[src/rtl/pwm_capture.sv]
// PWM / servo waveform capture: measures high time and period in prescaler ticks and flags a stuck line.
// Define GLITCH_FILTER_EN to add a 3-sample unanimous filter after the synchronizer.
module pwm_capture #(
  parameter int unsigned DVSR_FAST = 10416,
  parameter int unsigned DVSR_SLOW = 200000,
  parameter int unsigned PRESC_W   = 32
) (
  input  logic       clk,
  input  logic       rst_n,
  input  logic       pwm_in,
  input  logic       sel,
  output logic [6:0] duty_out,
  output logic [7:0] period_out,
  output logic       valid,
  output logic       stuck_hi,
  output logic       stuck_lo
);

  typedef enum logic [1:0] {IDLE, HIGH, LOW, STUCK} state_t;

  state_t             state;
  logic               sync1, sync2, line_q;
  logic               line_now, rise, fall;
  logic [PRESC_W-1:0] q, dvsr;
  logic               tick;
  logic [7:0]         hi_cnt, lo_cnt, hi_inc, lo_inc, lo_fin;
  logic [8:0]         sum;

`ifdef GLITCH_FILTER_EN
  logic hist1, hist2;

  always_ff @(posedge clk or posedge rst_n) begin
    if (rst_n) begin
      hist1 <= 1'b0;
      hist2 <= 1'b0;
    end else begin
      hist1 <= sync2;
      hist2 <= hist1;
    end
  end

  // The filtered level follows the input only once three synchronized samples agree;
  // otherwise it holds the last accepted level kept in the edge register.
  assign line_now = (sync2 == hist1 && hist1 == hist2) ? sync2 : line_q;
`else
  assign line_now = sync2;
`endif

  assign rise = line_now & ~line_q;
  assign fall = ~line_now & line_q;

  // sel is used live; >= lets q recover at once when switching to a smaller divisor.
  assign dvsr = sel ? PRESC_W'(DVSR_SLOW) : PRESC_W'(DVSR_FAST);
  assign tick = (q >= dvsr);

  // NOTE: every variable written in an always_comb gets a value on every path, so no latch is inferred.
  always_comb begin
    hi_inc = (hi_cnt == 8'd255) ? 8'd255 : hi_cnt + 8'd1;
    lo_inc = (lo_cnt == 8'd255) ? 8'd255 : lo_cnt + 8'd1;
    // A tick coinciding with the closing rise belongs to the period that just ended.
    lo_fin = tick ? lo_inc : lo_cnt;
    sum    = {1'b0, hi_cnt} + {1'b0, lo_fin};
  end

  // NOTE: reset is asynchronous and asserted high on rst_n; all state is cleared in the reset branch.
  always_ff @(posedge clk or posedge rst_n) begin
    if (rst_n) begin
      sync1  <= 1'b0;
      sync2  <= 1'b0;
      line_q <= 1'b0;
      q      <= '0;
    end else begin
      // NOTE: sequential state uses non-blocking assignments so every register samples pre-edge values.
      sync1  <= pwm_in;
      sync2  <= sync1;
      line_q <= line_now;
      if (rise || tick) q <= '0;
      else              q <= q + PRESC_W'(1);
    end
  end

  always_ff @(posedge clk or posedge rst_n) begin
    if (rst_n) begin
      state      <= IDLE;
      hi_cnt     <= 8'd0;
      lo_cnt     <= 8'd0;
      duty_out   <= 7'd0;
      period_out <= 8'd0;
      valid      <= 1'b0;
      stuck_hi   <= 1'b0;
      stuck_lo   <= 1'b0;
    end else begin
      valid <= 1'b0;
      if (rise) begin
        hi_cnt <= 8'd0;
        lo_cnt <= 8'd0;
      end
      case (state)
        IDLE: begin
          if (rise) state <= HIGH;
        end
        HIGH: begin
          if (tick) hi_cnt <= hi_inc;
          if (fall) begin
            state <= LOW;
          end else if (tick && hi_inc == 8'd255) begin
            state      <= STUCK;
            duty_out   <= 7'd127;
            period_out <= 8'd255;
            stuck_hi   <= 1'b1;
            stuck_lo   <= 1'b0;
            valid      <= 1'b1;
          end
        end
        LOW: begin
          if (rise) begin
            state      <= HIGH;
            duty_out   <= (hi_cnt > 8'd127) ? 7'd127 : hi_cnt[6:0];
            period_out <= sum[8] ? 8'd255 : sum[7:0];
            valid      <= 1'b1;
          end else if (tick) begin
            lo_cnt <= lo_inc;
            if (lo_inc == 8'd255) begin
              state      <= STUCK;
              duty_out   <= 7'd0;
              period_out <= 8'd255;
              stuck_hi   <= 1'b0;
              stuck_lo   <= 1'b1;
              valid      <= 1'b1;
            end
          end
        end
        STUCK: begin
          if (rise) begin
            state    <= HIGH;
            stuck_hi <= 1'b0;
            stuck_lo <= 1'b0;
          end
        end
        default: state <= IDLE;
      endcase
    end
  end

endmodule

[config.mk]
export PLATFORM = sky130hd
export DESIGN_NAME = pwm_capture
export DESIGN_NICKNAME = d
export VERILOG_FILES = /design/src/rtl/pwm_capture.sv
export SDC_FILE = /design/constraint.sdc
export NUM_CORES = 1
export LEC_CHECK = 0
export ABC_AREA = 1
export CORE_AREA = 2 2 87 89
export CTS_BUF_LIST = sky130_fd_sc_hd__clkbuf_4 sky130_fd_sc_hd__clkbuf_8 sky130_fd_sc_hd__clkbuf_16
export CTS_CLUSTER_DIAMETER = 200
export DETAILED_ROUTE_END_ITERATION = 6
export DIE_AREA = 0 0 89 91
export PLACE_DENSITY = 0.78
export SLEW_MARGIN = 20
export SYNTH_ARGS = -nofsm -noshare
export SYNTH_HDL_FRONTEND = slang
export SYNTH_SLANG_ARGS = --single-unit
[constraint.sdc]
create_clock -name clk -period 4.2 [get_ports clk]
set_clock_uncertainty 0.15 [all_clocks]
set_input_delay 0.84 -clock clk [delete_from_list [all_inputs] [get_ports clk]]
set_output_delay 0.84 -clock clk [all_outputs]
set_load 0.01 [all_outputs]
==> flow_summary_export.csv <==
group,metric,value,unit
run_status,status,"finished clean",
pwr,p_per_area,531.8,nW/um^2
cts,clockBufferDepth,2,
timing,min_period,3838,ps
cts,cts_buffers,9,
cts,cts-htree-levels,3,
yosys,netlist_instances,552,
cells_and_area,nets,635,
yosys,ys_seq_area_share,42.24,%
global_route,grt_most_used_layer,"met2",
global_route,antenna_found_initial,0,
yosys,synthAdderAreaFrac,8.209,%
global_route,grt-ovfl-total,0,
worst_setup_path,crit_type,"in -> reg",
die,rows,31,
yosys,synth_mux_area_share,0,%
global_route,grt_pass1_vias,3534,
detailed_routing,first_pass_iters,5,
detailed_routing,routed_wl,9.385,mm
placed_design,dp_cells,692,
global_route,grt_pass1_wl,15.79,mm
global_route,grt_usage,25.08,%
cts,cts_root_buf,"clkbuf_8",
timing,hold_viol,0,
timing,rsz0062_at_grt,"false",
cells_and_area,fin_cells,707,
pwr,vdd_drop_max,0.0003306,V
cells_and_area,drive_gt1_share,9.868,%
detailed_routing,vias,3696,
worst_setup_path,critPathRequiredTime,4280,ps
detailed_routing,ant_nets,0,
cells_and_area,diodes,0,
die,pin_count,22,
yosys,async_flop_share,100.0,%
global_route,grtUsageMet1,31.82,%
yosys,synth_xor_area_share,2.707,%
cts,clkLatencyLatePin,350,ps
worst_setup_path,r2r_setup_slack,1010,ps
cts,clkTransAtPathRegs,70,ps
placed_design,hpwlAfterDp,7.131,mm
detailed_routing,wl_per_cell,13.27,um
worst_setup_path,crit_path_end_kind,"register",
worst_setup_path,cp-start-kind,"input pin",
timing,final-setup-viol-count,0,
worst_setup_path,critPathArrivalTime,3920,ps
yosys,synth_top_family_by_area,"simple AND/OR/NAND/NOR gates",
detailed_routing,vias_per_cell,5.228,
placed_design,portBuffers,21,
yosys,yosysWarnings,0,
timing,slew_headroom,53.81,%
timing,fin_crit_sh,91.38,%
yosys,ys_ff_latch,71,
cts,clock_sink_count,71,
die,die_w,89,um
cts,cts_tree,"done",
yosys,synth-simple-area-share,30.87,%
timing,fmax,260.6,MHz
die,die_h,91,um
yosys,netlist_area,4207,um^2
timing,maxSlewViolCount,0,
yosys,synth_ff_type,"dfrtp_1",
timing,whs,212.6,ps
pwr,p_leak,0.002334,uW
global_route,use_met3,5.909,%
die,fp.dieArea,8099,um^2
yosys,ys_types,34,
placed_design,gp_congestion,0.9233,
yosys,synth_compound_area_share,8.715,%
detailed_routing,initialDrtViolationCount,241,
run,drv_cap,0,
detailed_routing,route.detailed.drc,0,
die,initial_utilization,58.94,%
global_route,grt_max_degree,29,
global_route,use_met2,41.29,%
pwr,totalPowerFinal,2600,uW
worst_setup_path,path_max_fanout,12,
worst_hold_path,min_path_type,"reg -> reg",
yosys,avgSynthCellArea,7.621,um^2
cells_and_area,syn_to_final_growth,16.21,%
yosys,synth_edf_count,0,
die,core_area,7137,um^2
timing,tightestPinTransition,691.2,ps
[cell usage after synthesis, types with 5 or more instances]
library cell  count  area [um^2]
nor2_1           57        214.0
nor2_2            5        31.28
buf_2             7        35.03
nand4_1           9        56.30
nor3_1            6        30.03
nand2_1         156        585.6
a21oi_1          19        95.09
ha_1             26        325.3
dfrtp_1          71         1777
inv_1            61        229.0
nand3_1          47        235.2
xor2_1            9        78.83
nand2_2           7        43.79
o21ai_0          34        170.2
[final timing paths]
path	start	endpoint	depth (start not counted)
worst max-delay path	sel	period_out[7]	21
worst min-delay path	sync1	line_now	0
worst max register to register	q[5]	period_out[7]	19
worst min register to register	sync1	line_now	0
max in group asynchronous	rst_n	duty_out[0]	3
min in group asynchronous	rst_n	lo_cnt[1]	2
[final cells by class]
class / count / area, um^2
Clock buffer: 9 / 123.9
Clock inverter: 6 / 86.33
Fill cell: 628 / 2248
Inverter: 62 / 232.7
Multi-Input combinational cell: 419 / 2185
Sequential cell: 71 / 1777
Tap cell: 99 / 123.9
Timing Repair Buffer: 41 / 360.3
[critical path, stage by stage]
cell	delay, ps
clkdlybuf4s50_1	470
inv_1	120
ha_1	310
nand2_1	90
inv_1	40
nand2_1	50
nand3_1	70
nand2_1	60
nand2_1	50
nand2_1	70
nand2_2	90
buf_4	180
o21ai_0	270
ha_1	330
a21oi_1	160
o21ai_0	120
a211oi_1	170
buf_4	180
nand3_1	80
nand3_1	90
nand2_1	60
[cells by family (layout without fill, tap and decap cells)]
logic type,Yosys count,in the layout
adder cells (fa/ha/maj),27,27
buffers and inverters,74,118
AND/OR/NAND/NOR,299,299
XOR/XNOR,13,13
flip-flops,71,71
other,1,13
AO/OA/AOI/OAI,67,67
[layer usage]
layer	vias up	wire length (um)
li1	1869	-
met1	1711	4081
met2	93	4685
met3	23	391
met4	0	227
met5	-	0
[flip-flops by register name, indices dropped and copies added, names as in the netlist]
name,count
duty_out,7
hi_cnt,8
line_now,1
line_q,1
lo_cnt,8
period_out,8
q,32
state,2
stuck_hi,1
stuck_lo,1
sync1,1
valid,1
[where the power goes]
group	switching [uW]	internal, uW
clock network	253	330
logic	589	449
registers	153	825
[cell usage in the layout, fill, tap and decap left out, types with 3 or more instances in the layout]
cell and instances:
o21ai_1 4, xnor2_1 4, nor3b_1 3, nand3_1 47
conb_1 13, a211oi_1 3, o21ai_0 31, ha_1 26
nor3_1 5, a21oi_1 19, nor4_1 3, nand2_1 155
clkdlybuf4s50_1 21, xor2_1 9, clkbuf_8 9, o31ai_1 4
buf_4 20, nor2_1 57, nand4_1 9, dfrtp_1 71
inv_1 60, nor2_2 5, nand2_2 8
[per-stage QoR]
step | setup slack [ps] | TNS, ps | util [%] | instance area (um^2)
after CTS | 186.5 | 0 | 68.34 | 4877
after global routing | 52.51 | 0 | 68.50 | 4888
after global placement | 39.77 | 0 | 65.39 | 4667
final | 362.1 | 0 | 68.50 | 4888
after detailed placement | -170.5 | -990.2 | 65.39 | 4667
after floorplan | 315.2 | 0 | - | 4252
[what timing repair did]
action	CTS	global route
resized for setup	0	6
buffers inserted	0	0
hold buffers	0	0
endpoints found under the setup margin	0	8
Power figures use the tool's default switching activity.
